### config.mk
export PLATFORM = sky130hd
export DESIGN_NAME = main_cu_fsm
export DESIGN_NICKNAME = d
export VERILOG_FILES = /design/src/rtl/cu_pkg.sv /design/src/rtl/main_cu_out_decode.sv /design/src/rtl/main_cu_fsm.sv
export SDC_FILE = /design/constraint.sdc
export NUM_CORES = 1
export LEC_CHECK = 0
export CORE_MARGIN = 2
export CORE_UTILIZATION = 40
export DETAILED_ROUTE_END_ITERATION = 8
export GPL_ROUTABILITY_DRIVEN = 0
export MAX_ROUTING_LAYER = met4
export PLACE_DENSITY = 0.81
export SETUP_SLACK_MARGIN = 0.02
export SLEW_MARGIN = 0
export SYNTH_ARGS = -nofsm -noshare
export SYNTH_HDL_FRONTEND = slang
export SYNTH_SLANG_ARGS = --single-unit
### constraint.sdc
create_clock -name clk -period 5.1 [get_ports clk]
set_input_delay 1.275 -clock clk [delete_from_list [all_inputs] [get_ports clk]]
set_output_delay 1.275 -clock clk [all_outputs]
set_load 0.1 [all_outputs]
### src/rtl/cu_pkg.sv
// Shared definitions for the multi-cycle main control unit: FSM states,
// RV32I opcodes, ALUOp and ALU B-operand select encodings, control vector.
package cu_pkg;

    typedef enum logic [3:0] {
        StIdle,
        StFetch,
        StDecode,
        StExecR,
        StExecI,
        StMemAddr,
        StMemRd,
        StMemWr,
        StWbAlu,
        StWbMem,
        StBranch
    } cu_state_e;

    localparam logic [6:0] OpR      = 7'b0110011;
    localparam logic [6:0] OpIAlu   = 7'b0010011;
    localparam logic [6:0] OpLoad   = 7'b0000011;
    localparam logic [6:0] OpStore  = 7'b0100011;
    localparam logic [6:0] OpBranch = 7'b1100011;

    // ALUOp encodings, also consumed by the ALU control unit
    localparam logic [1:0] AluOpAdd   = 2'b00;
    localparam logic [1:0] AluOpSub   = 2'b01;
    localparam logic [1:0] AluOpRType = 2'b10;
    localparam logic [1:0] AluOpIType = 2'b11;

    localparam logic [1:0] SrcBRs2  = 2'b00;
    localparam logic [1:0] SrcBFour = 2'b01;
    localparam logic [1:0] SrcBImm  = 2'b10;

    typedef struct packed {
        logic       mem_req;
        logic       mem_we;
        logic       ir_write;
        logic       pc_write;
        logic       pc_src;
        logic       reg_write;
        logic       mem_to_reg;
        logic       alu_src_a;
        logic [1:0] alu_src_b;
        logic [1:0] alu_op;
        logic       illegal_inst;
    } cu_ctrl_t;

    function automatic logic is_legal_op(input logic [6:0] op);
        return (op == OpR) || (op == OpIAlu) || (op == OpLoad) ||
               (op == OpStore) || (op == OpBranch);
    endfunction

endpackage

### src/rtl/main_cu_out_decode.sv
// Combinational decode of FSM state (plus opcode and gating flags) into the
// datapath control vector. Everything not driven for a state stays 0.
module main_cu_out_decode
    import cu_pkg::*;
(
    input  cu_state_e  state,
    input  logic [6:0] opcode,
    input  logic       mem_ready,
    input  logic       zero,
    output cu_ctrl_t   ctrl
);

    // Moore outputs per state; only FETCH/BRANCH PC writes look at inputs
    always_comb begin
        ctrl = '0;
        case (state)
            StFetch: begin
                ctrl.mem_req   = 1'b1;
                ctrl.alu_src_b = SrcBFour;
                ctrl.alu_op    = AluOpAdd;
                ctrl.ir_write  = mem_ready;
                ctrl.pc_write  = mem_ready;
            end
            StDecode: begin
                // Precompute branch target into ALUOut
                ctrl.alu_src_b    = SrcBImm;
                ctrl.alu_op       = AluOpAdd;
                ctrl.illegal_inst = !is_legal_op(opcode);
            end
            StExecR: begin
                ctrl.alu_src_a = 1'b1;
                ctrl.alu_src_b = SrcBRs2;
                ctrl.alu_op    = AluOpRType;
            end
            StExecI: begin
                ctrl.alu_src_a = 1'b1;
                ctrl.alu_src_b = SrcBImm;
                ctrl.alu_op    = AluOpIType;
            end
            StMemAddr: begin
                ctrl.alu_src_a = 1'b1;
                ctrl.alu_src_b = SrcBImm;
                ctrl.alu_op    = AluOpAdd;
            end
            StMemRd: begin
                ctrl.mem_req = 1'b1;
            end
            StMemWr: begin
                ctrl.mem_req = 1'b1;
                ctrl.mem_we  = 1'b1;
            end
            StWbAlu: begin
                ctrl.reg_write = 1'b1;
            end
            StWbMem: begin
                ctrl.reg_write  = 1'b1;
                ctrl.mem_to_reg = 1'b1;
            end
            StBranch: begin
                ctrl.alu_src_a = 1'b1;
                ctrl.alu_src_b = SrcBRs2;
                ctrl.alu_op    = AluOpSub;
                ctrl.pc_src    = 1'b1;
                ctrl.pc_write  = zero;
            end
            default: ctrl = '0;
        endcase
    end

endmodule

### src/rtl/main_cu_fsm.sv
// Multi-cycle main control unit: state register, next-state sequencing and
// retired-instruction counter. Output decode lives in main_cu_out_decode.
module main_cu_fsm
    import cu_pkg::*;
#(
    parameter int unsigned W_INSTRET = 32
) (
    input  logic                 clk,
    input  logic                 rst_n,
    input  logic [31:0]          inst,
    input  logic                 zero,
    input  logic                 mem_ready,
    output logic                 mem_req,
    output logic                 mem_we,
    output logic                 ir_write,
    output logic                 pc_write,
    output logic                 pc_src,
    output logic                 reg_write,
    output logic                 mem_to_reg,
    output logic                 alu_src_a,
    output logic [1:0]           alu_src_b,
    output logic [1:0]           ALUOp,
    output logic                 illegal_inst,
    output logic [W_INSTRET-1:0] instret
);

    cu_state_e             state_q, state_d;
    logic                  retire;
    logic [W_INSTRET-1:0]  instret_q;
    logic [6:0]            opcode;
    cu_ctrl_t              ctrl;
    logic                  unused_inst;

    assign opcode      = inst[6:0];
    assign unused_inst = ^inst[31:7];

    // Next state and retire strobe
    always_comb begin
        state_d = state_q;
        retire  = 1'b0;
        case (state_q)
            StIdle:    state_d = StFetch;
            StFetch:   if (mem_ready) state_d = StDecode;
            StDecode: begin
                case (opcode)
                    OpR:              state_d = StExecR;
                    OpIAlu:           state_d = StExecI;
                    OpLoad, OpStore:  state_d = StMemAddr;
                    OpBranch:         state_d = StBranch;
                    default:          state_d = StFetch;  // illegal: refetch, no retire
                endcase
            end
            StExecR, StExecI: state_d = StWbAlu;
            StMemAddr: state_d = (opcode == OpStore) ? StMemWr : StMemRd;
            StMemRd:   if (mem_ready) state_d = StWbMem;
            StMemWr: begin
                if (mem_ready) begin
                    state_d = StFetch;
                    retire  = 1'b1;
                end
            end
            StWbAlu, StWbMem, StBranch: begin
                state_d = StFetch;
                retire  = 1'b1;
            end
            default:   state_d = StIdle;
        endcase
    end

    // State register; async reset aborts any instruction in flight
    always_ff @(posedge clk or negedge rst_n) begin
        if (!rst_n) begin
            state_q <= StIdle;
        end else begin
            state_q <= state_d;
        end
    end

    // Retired-instruction counter, wraps naturally
    always_ff @(posedge clk or negedge rst_n) begin
        if (!rst_n) begin
            instret_q <= '0;
        end else if (retire) begin
            instret_q <= instret_q + W_INSTRET'(1);
        end
    end

    main_cu_out_decode u_out_decode (
        .state     (state_q),
        .opcode    (opcode),
        .mem_ready (mem_ready),
        .zero      (zero),
        .ctrl      (ctrl)
    );

    assign mem_req      = ctrl.mem_req;
    assign mem_we       = ctrl.mem_we;
    assign ir_write     = ctrl.ir_write;
    assign pc_write     = ctrl.pc_write;
    assign pc_src       = ctrl.pc_src;
    assign reg_write    = ctrl.reg_write;
    assign mem_to_reg   = ctrl.mem_to_reg;
    assign alu_src_a    = ctrl.alu_src_a;
    assign alu_src_b    = ctrl.alu_src_b;
    assign ALUOp        = ctrl.alu_op;
    assign illegal_inst = ctrl.illegal_inst;
    assign instret      = instret_q;

endmodule

### After elaboration in Yosys (flattened, before gate mapping)

Index checks and enable logic that the tools add are counted.

| operators by class | value |
|---|---|
| reduce and logical (&&, ||, !) cells | 15 |
| mux-type cells | 18 |
| add/subtract/negate cells | 1 |
| equal/unequal tests | 18 |

Operators by type and width:

| kind | number |
|---|---|
| adder 32 x 1 -> 32 bit (second input constant) | 1 |
| one-hot mux 4 bit (7 select lines) | 1 |
| one-hot mux 4 bit (5 select lines) | 1 |
| equality test 4 x 3 -> 1 bit (second input constant) | 4 |
| one-hot mux 4 bit (4 select lines) | 1 |
| equality test 7 x 6 -> 1 bit (second input constant) | 2 |
| equality test 4 bit (second input constant) | 3 |
| 2-to-1 mux 4 bit | 3 |
| 2-to-1 mux 1 bit | 10 |
| equality test 4 x 2 -> 1 bit (second input constant) | 2 |
| OR reduction 2 bit | 4 |
| OR reduction 4 bit | 2 |
| equality test 7 x 2 -> 1 bit (second input constant) | 1 |
| equality test 7 x 5 -> 1 bit (second input constant) | 1 |
| equality test 7 bit (second input constant) | 1 |
| inequality test 2 bit (second input constant) | 3 |
| OR reduction 3 bit | 2 |
| equality test 4 x 1 -> 1 bit (second input constant) | 1 |
| logical NOT 4 bit | 1 |
| logical OR 1 bit | 4 |
| one-hot mux 1 bit (2 select lines) | 2 |
| AND reduction 3 bit | 1 |
| logical NOT 1 bit | 1 |

| word-level totals | value |
|---|---|
| input bits | 36 |
| output and inout port bits | 45 |
| bits in registers | 36 |
| logic and storage cells | 54 |

### Longest topological paths before layout

Gate-level depths: netlist (run 1).

| logic depth | value |
|---|---|
| word-level depth | 7 |
| mapped depth | 8 |

### Modules after synthesis

A second synthesis (run 1) with hierarchy kept.

| second synthesis, totals | value |
|---|---|
| cells, all modules | 215 |
| area total of the unflattened synthesis | 2047.0 um2 |

Modules (own cells, without submodules):

| module | sequential area each (um2) | times used | area an instance (um2) | cells each |
|---|---|---|---|---|
| main_cu_fsm | 900.9 | 1 | 1843.0 | 184 |
| main_cu_out_decode | 0.0 | 1 | 203.9 | 31 |

### Worst setup path before layout (run 1)

OpenSTA, ideal clock, no wires.

| path | value |
|---|---|
| path type | reg2out |
| start | register state_q[3] |
| end | output pc_write |
| stages on the path, launching flop included | 5 |
| data arrival time | 4.438 ns |
| path slack | -0.613 ns |
| data required time | 3.825 ns |
| buffers on the path | 1 |
| cell sequence | dfrtp_1 > clkbuf_1 > nor3_1 > and2_1 > a21o_1 |

| between the ends | value |
|---|---|
| cells in the longest elaborated chain, start to end | 2 |
| elaborated cells on any way between the ends | 3 |
| those cells by class | eq/ne: 2; mux: 1 |

Ends and longest elaborated chain:

| item | line | source |
|---|---|---|
| from (decl) | main_cu_fsm.sv:27 | `cu_state_e state_q, state_d;` |
| from (signal assigned) | main_cu_fsm.sv:73 | `state_q <= StIdle;` |
| from (signal assigned) | main_cu_fsm.sv:75 | `state_q <= state_d;` |
| equality test 4 bit or equality test 4 x 1 -> 1 bit (tied branches) | main_cu_out_decode.sv:16 | `case (state)` |
| one-hot mux 1 bit (2 select lines) (*) | main_cu_out_decode.sv:16 |  |
| to (decl) | main_cu_fsm.sv:16 | `output logic pc_write,` |

Every way passes the cells marked *; elsewhere a longest branch is shown, timed or not.

### Final worst setup path (run 1)

| path | value |
|---|---|
| start | register state_q[1] |
| end | output alu_src_b[1] |

| between the ends | value |
|---|---|
| cells in the longest elaborated chain, start to end | 3 |
| elaborated cells on any way between the ends | 8 |
| those cells by class | eq/ne: 6; mux: 1; reduce/logical: 1 |

Ends and longest elaborated chain:

| item | line | source |
|---|---|---|
| equality test 4 x 2 -> 1 bit or equality test 4 x 3 -> 1 bit (tied branches) | main_cu_out_decode.sv:16 |  |
| OR reduction 2 bit (no source line) | - |  |
| one-hot mux 4 bit (5 select lines) (*) | main_cu_out_decode.sv:16 |  |
| to (decl) | main_cu_fsm.sv:21 | `output logic [1:0] alu_src_b,` |

Marks and branches as above.

==> results of run 1 <==
[cell type report]
type                    count  area [sq um]  share of cell area (%)
multi-input cells         157          1030                    38.5
inverters                   6          22.5                   0.838
clock buffers               7          96.3                    3.58
flip-flops and latches     36           901                    33.5
repair buffers             56           551                    20.5
well taps                  67          83.8                    3.12
[synthesized netlist by cell type (2+ instances only)]
library cell	instances
a21oi_1	10
a31oi_1	2
and3_1	4
and4_1	4
buf_2	2
buf_6	2
clkbuf_1	4
dfrtp_1	36
inv_1	6
mux2_2	2
nand2_1	16
nand2b_1	5
nand3_1	6
nand3b_1	2
nand4_1	7
nor2_1	23
nor2b_1	3
nor3_1	13
nor4_1	3
o21ai_0	4
or3_1	2
xnor2_1	13
xor2_1	20
[worst min-delay path by stage]
| stage | to |
|---|---|
| finish | instret[31] |
| global placement | instret[31] |
| CTS | instret[31] |
| floorplan | state_q[3] |
| detailed placement | instret[31] |
| global route | instret[31] |
[layer usage]
layer	GRT usage [%]	up-vias
met5	-	-
met4	4.56	0
met3	4.02	7
met2	26.8	44
met1	21.4	781
li1	-	836
[state kept, by name, summed over array words and instances, names as in the netlist]
signal   count
instret     32
state_q      4
[power by group]
group          total (mW)  leakage (nW)  internal [mW]  switching (mW)
clock               0.212        0.0503          0.120          0.0914
combinational       0.678         0.685          0.168           0.510
sequential          0.388         0.470          0.315          0.0727
total                1.28          1.21          0.603           0.674
[worst max-delay path: stages (launching register included)]
cell and delay [ns]:
dfrtp_1 0.64, nand2b_1 0.21, mux2_2 0.30, nor2_1 0.09, clkdlybuf4s50_1 1.14
[logic make-up (layout without fill, tap and decap cells)]
| group | after synthesis | count (layout) | synth area share (%) |
|---|---|---|---|
| buffers and inverters | 15 | 69 | 3.87 |
| adder cells (fa/ha/maj) | 1 | 1 | 0.623 |
| XOR/XNOR | 33 | 33 | 14.4 |
| flip-flops | 36 | 36 | 44.9 |
| multiplexers | 2 | 2 | 1.12 |
| AO/OA/AOI/OAI | 22 | 22 | 6.42 |
| AND/OR/NAND/NOR | 99 | 99 | 28.7 |
[metrics by stage]
step / utilization (%) / instances / hold slack, ns
5_1_grt: 56.2 / 329 / 0.510
6_report: 56.2 / 329 / 0.472
3_3_place_gp: 54.1 / 322 / 0.458
4_1_cts: 56.2 / 329 / 0.477
2_1_floorplan: - / 208 / 0.613
3_5_place_dp: 54.1 / 322 / 0.468
==> impl_metrics.toml, run 1 <==
[timing]
period_minus_slack_ns = 3.93
fin_crit_sh_pct = 77.1
slew_headroom_pct = 32.9
setup_violations = 0
report.final.slew_viol_count = 0
max_freq_mhz = 254
setup-tns-final_ns = 0
worstMarginPinSlew_ns = 1.00
fin_ws_ns = 1.17
grt_setup_unrepaired = "no"
hold_viol_final = 0
finalClockSkew_ns = 0.00319

[synthesis]
async_flop_share_pct = 100
yosys-top-cells-area = "dfrtp_1, xor2_1, xnor2_1"
ys_seq_area_share_pct = 44.9
ys_seq_elements = 36
netlist_area_sq_um = 2010
synth_edf_count = 0
postSynthCellCount = 208
synth_cell_type_count = 42
yosysTopAreaCell = "dfrtp_1"
synth.avg_cell_area_sq_um = 9.65
synth_flop_cell = "dfrtp_1"
ys_warn_count = 0
synth_nets = 245
synth_top_area_share_pct = 44.9

[clock_tree]
worstSkewPairLatency_ns = 0.28
cts_tree = "built"
cts-root-buf = "clkbuf_8"
clock-sinks = 36
cts-htree-levels = 2
cts_resized = 0
cts_buffers = 5
cts_buffer_depth = 2
cts_hold_buf = 0
path_clk_slew_ns = 0.06
post_cts_buffers = 0

[worst_setup_path]
worstSetupStartpointType = "register"
end_kind = "output port"
rr_worst_depth = 5
crit_type = "register to output port"
rrSetupSlack_ns = 2.73
crit_fanout = 18
worstPathRequired_ns = 3.83
crit_start = "state_q[1]"
arrival_ns = 2.66
regToRegStartpoint = "state_q[2]"
rr_endpoint = "instret[28]"
crit_end = "alu_src_b[1]"

[global_route]
grt_overflow = 0
grt_usage_pct = 16.8
antenna_found_initial = 0
grt_pass1_wl_microns = 7120
grt_max_degree = 37
grt_pass1_vias = 1598

[pwr]
finalPower_mw = 1.28
p_leak_nw = 1.21
power_density_nw_per_um2 = 475
ir_worst_vdd_uv = 607

[layout]
layout_common_cells = "clkdlybuf4s50_1, dfrtp_1, nor2_1"
final_common_cell = "clkdlybuf4s50_1"
antenna_cells = 0
nFillCells = 442
layout.nets = 299
drive_above_1_share_pct = 7.63
syn2layout_area_growth_pct = 33.9
stdcell_area_sq_um = 2690

[detailed_routing]
dr_wl_met2_microns = 2000
drt-initial-drc-count = 72
via_per_inst = 5.07
wl_met1_microns = 1880
antenna_left = 0
wl_met3_microns = 196
drt-total-wl_microns = 4120
drtPass1Iterations = 4
maxUsedRoutingLayer = "met4"
num_vias = 1668
wl_per_cell_microns = 12.5
post-route-drc-count = 0

[min_path]
min_path_cells = 1
min-delay-start = "instret[31]"
hold_class = "register to register"

[place]
post-place-ws_ns = 1.27
dpl_cell_area_sq_um = 2590
portBuffers = 55
place_hpwl_microns = 3040

[floorplanning]
die-area_sq_um = 5600
rows = 25
die_h_microns = 74.8
core_sq_um = 4790
die_w_microns = 74.8
start_util_pct = 41.9
ioPinCount = 81

[status]
outcome = "finished, final reports clean"

[run]
drv_cap = 0
(Power assumes the default switching activity.)
==> run 2: changes to the inputs <==
--- a/config.mk
+++ b/config.mk
@@ -6,11 +6,11 @@
 export NUM_CORES = 1
 export LEC_CHECK = 0
 export CORE_MARGIN = 2
-export CORE_UTILIZATION = 40
+export CORE_UTILIZATION = 39
 export DETAILED_ROUTE_END_ITERATION = 8
 export GPL_ROUTABILITY_DRIVEN = 0
 export MAX_ROUTING_LAYER = met4
-export PLACE_DENSITY = 0.81
+export PLACE_DENSITY = 0.82
 export SETUP_SLACK_MARGIN = 0.02
 export SLEW_MARGIN = 0
 export SYNTH_ARGS = -nofsm -noshare
==> constraint.sdc (replaced) <==
create_clock -name clk -period 3.3 [get_ports clk]
set_input_delay 0.825 -clock clk [delete_from_list [all_inputs] [get_ports clk]]
set_output_delay 0.825 -clock clk [all_outputs]
set_load 0.1 [all_outputs]
==> run 2 against run 1 <==
  * Combinational power up 59%
  * Via count grew 0.96%
  * Final cell count is 1.2% higher
  * Routed wire length up 1.4%
  * Sequential power grew 56%
  * Clock skew grew 0.0012 ns
  * Total power grew 56%
  * Largest power group unchanged
==> impl_metrics.toml, run 2 (synthesis gave the netlist of run 1 again) <==
[status]
outcome = "finished, final reports clean"

[pwr]
power_density_nw_per_um2 = 758
finalPower_mw = 1.99
ir_worst_vdd_uv = 764
p_leak_nw = 1.28

[detailed_routing]
num_vias = 1684
post-route-drc-count = 0
dr_wl_met2_microns = 2090
via_per_inst = 5.06
antenna_left = 0
maxUsedRoutingLayer = "met4"
drt-total-wl_microns = 4180
wl_per_cell_microns = 12.5
wl_met1_microns = 1850
wl_met3_microns = 217
drt-initial-drc-count = 70
drtPass1Iterations = 4

[timing]
finalClockSkew_ns = 0.00442
hold_viol_final = 0
setup_violations = 0
worstMarginPinSlew_ns = 0.597
setup-tns-final_ns = 0
fin_crit_sh_pct = 88.1
period_minus_slack_ns = 2.91
max_freq_mhz = 344
report.final.slew_viol_count = 0
grt_setup_unrepaired = "no"
slew_headroom_pct = 60.2
hold_slack_ns = 0.480

[floorplanning]
ioPinCount = 81
core_sq_um = 5040
die_w_microns = 75.7
die_h_microns = 75.7
start_util_pct = 39.8
rows = 26
die-area_sq_um = 5740

[worst_setup_path]
crit_type = "primary input to output port"
rr_worst_depth = 5
rr_endpoint = "instret[28]"
crit_fanout = 4
end_kind = "output port"
worstSetupStartpointType = "primary input"
worstPathRequired_ns = 2.47
arrival_ns = 2.08
regToRegStartpoint = "state_q[2]"
rrSetupSlack_ns = 0.92

[min_path]
hold_class = "register to register"
min_to = "instret[31]"
min-delay-start = "instret[31]"
min_path_cells = 1

[clock_tree]
path_clk_slew_ns = 0.07
cts_hold_buf = 0
worstSkewPairLatency_ns = 0.28
cts_resized = 0
cts-htree-levels = 2
cts_buffers = 5
cts_buffer_depth = 2
clock-sinks = 36
cts-root-buf = "clkbuf_8"
post_cts_buffers = 0
cts_tree = "built"

[global_route]
grt_usage_pct = 15.8
grt_pass1_wl_microns = 6860
antenna_found_initial = 0
grt_max_degree = 37
grt_pass1_vias = 1502
grt_overflow = 0

[layout]
layout.cells.non_filler = 333
syn2layout_area_growth_pct = 30.9
antenna_cells = 0
largest_reg_flops = 32
post-route-util_pct = 52.1
drive_above_1_share_pct = 24.0
layout_common_cells = "buf_4, dfrtp_1, nor2_1"
final_common_cell = "buf_4"
layout.nets = 299

[place]
place_hpwl_microns = 2970
placed_cells = 325
portBuffers = 55

[run]
drv_cap = 0
## run 2: per-stage QoR
stage	setup slack (ns)	instance area [sq um]
final	0.391	2630
after detailed placement	0.418	2540
after global routing	0.345	2630
after floorplan	-0.318	2020
after global placement	0.405	2540
after CTS	0.412	2630
## run 2: how the worst max path moves through the flow
stage / from / endpoint / slack, ns / cells after the start
after floorplan: state_q[3] / pc_write / -0.32 / 4
after global placement: inst[5] / illegal_inst / 0.41 / 5
after detailed placement: inst[5] / illegal_inst / 0.42 / 5
after CTS: inst[5] / illegal_inst / 0.41 / 5
after global routing: inst[5] / illegal_inst / 0.34 / 5
final: inst[5] / illegal_inst / 0.39 / 5
## run 2: layer usage
metal  vias to the layer above  track usage (%)
li1                        827                -
met1                       810             20.0
met2                        43             25.6
met3                         4             4.23
met4                         0             3.51
met5                         -                -
## run 2: area by class of cell
| cell class | instances | area, sq um |
|---|---|---|
| multi-input cells | 157 | 1040 |
| clock buffers | 8 | 90.1 |
| flip-flops and latches | 36 | 901 |
| inverters | 6 | 22.5 |
| repair buffers | 56 | 483 |
| well taps | 70 | 87.6 |
| fillers | 459 | 2410 |
## run 2: report_power, final
| part | internal [mW] | switching, mW | total [mW] |
|---|---|---|---|
| clock | 0.170 | 0.141 | 0.311 |
| sequential | 0.486 | 0.118 | 0.604 |
| combinational | 0.272 | 0.803 | 1.08 |
| total | 0.929 | 1.06 | 1.99 |
## run 2: critical path, cell delays in order
cell	delay, ns
clkdlybuf4s50_1	0.51
nor2b_1	0.29
nor2b_1	0.08
o21a_1	0.21
buf_12	0.17
==> run 3: changes to the inputs <==
--- a/config.mk
+++ b/config.mk
@@ -9,6 +9,7 @@
 export CORE_UTILIZATION = 39
 export DETAILED_ROUTE_END_ITERATION = 8
 export GPL_ROUTABILITY_DRIVEN = 0
+export HOLD_SLACK_MARGIN = 0.05
 export MAX_ROUTING_LAYER = met4
 export PLACE_DENSITY = 0.82
 export SETUP_SLACK_MARGIN = 0.02
==> results of run 3 <==
No change in the layout: final DEF, timing and power equal those of run 2.
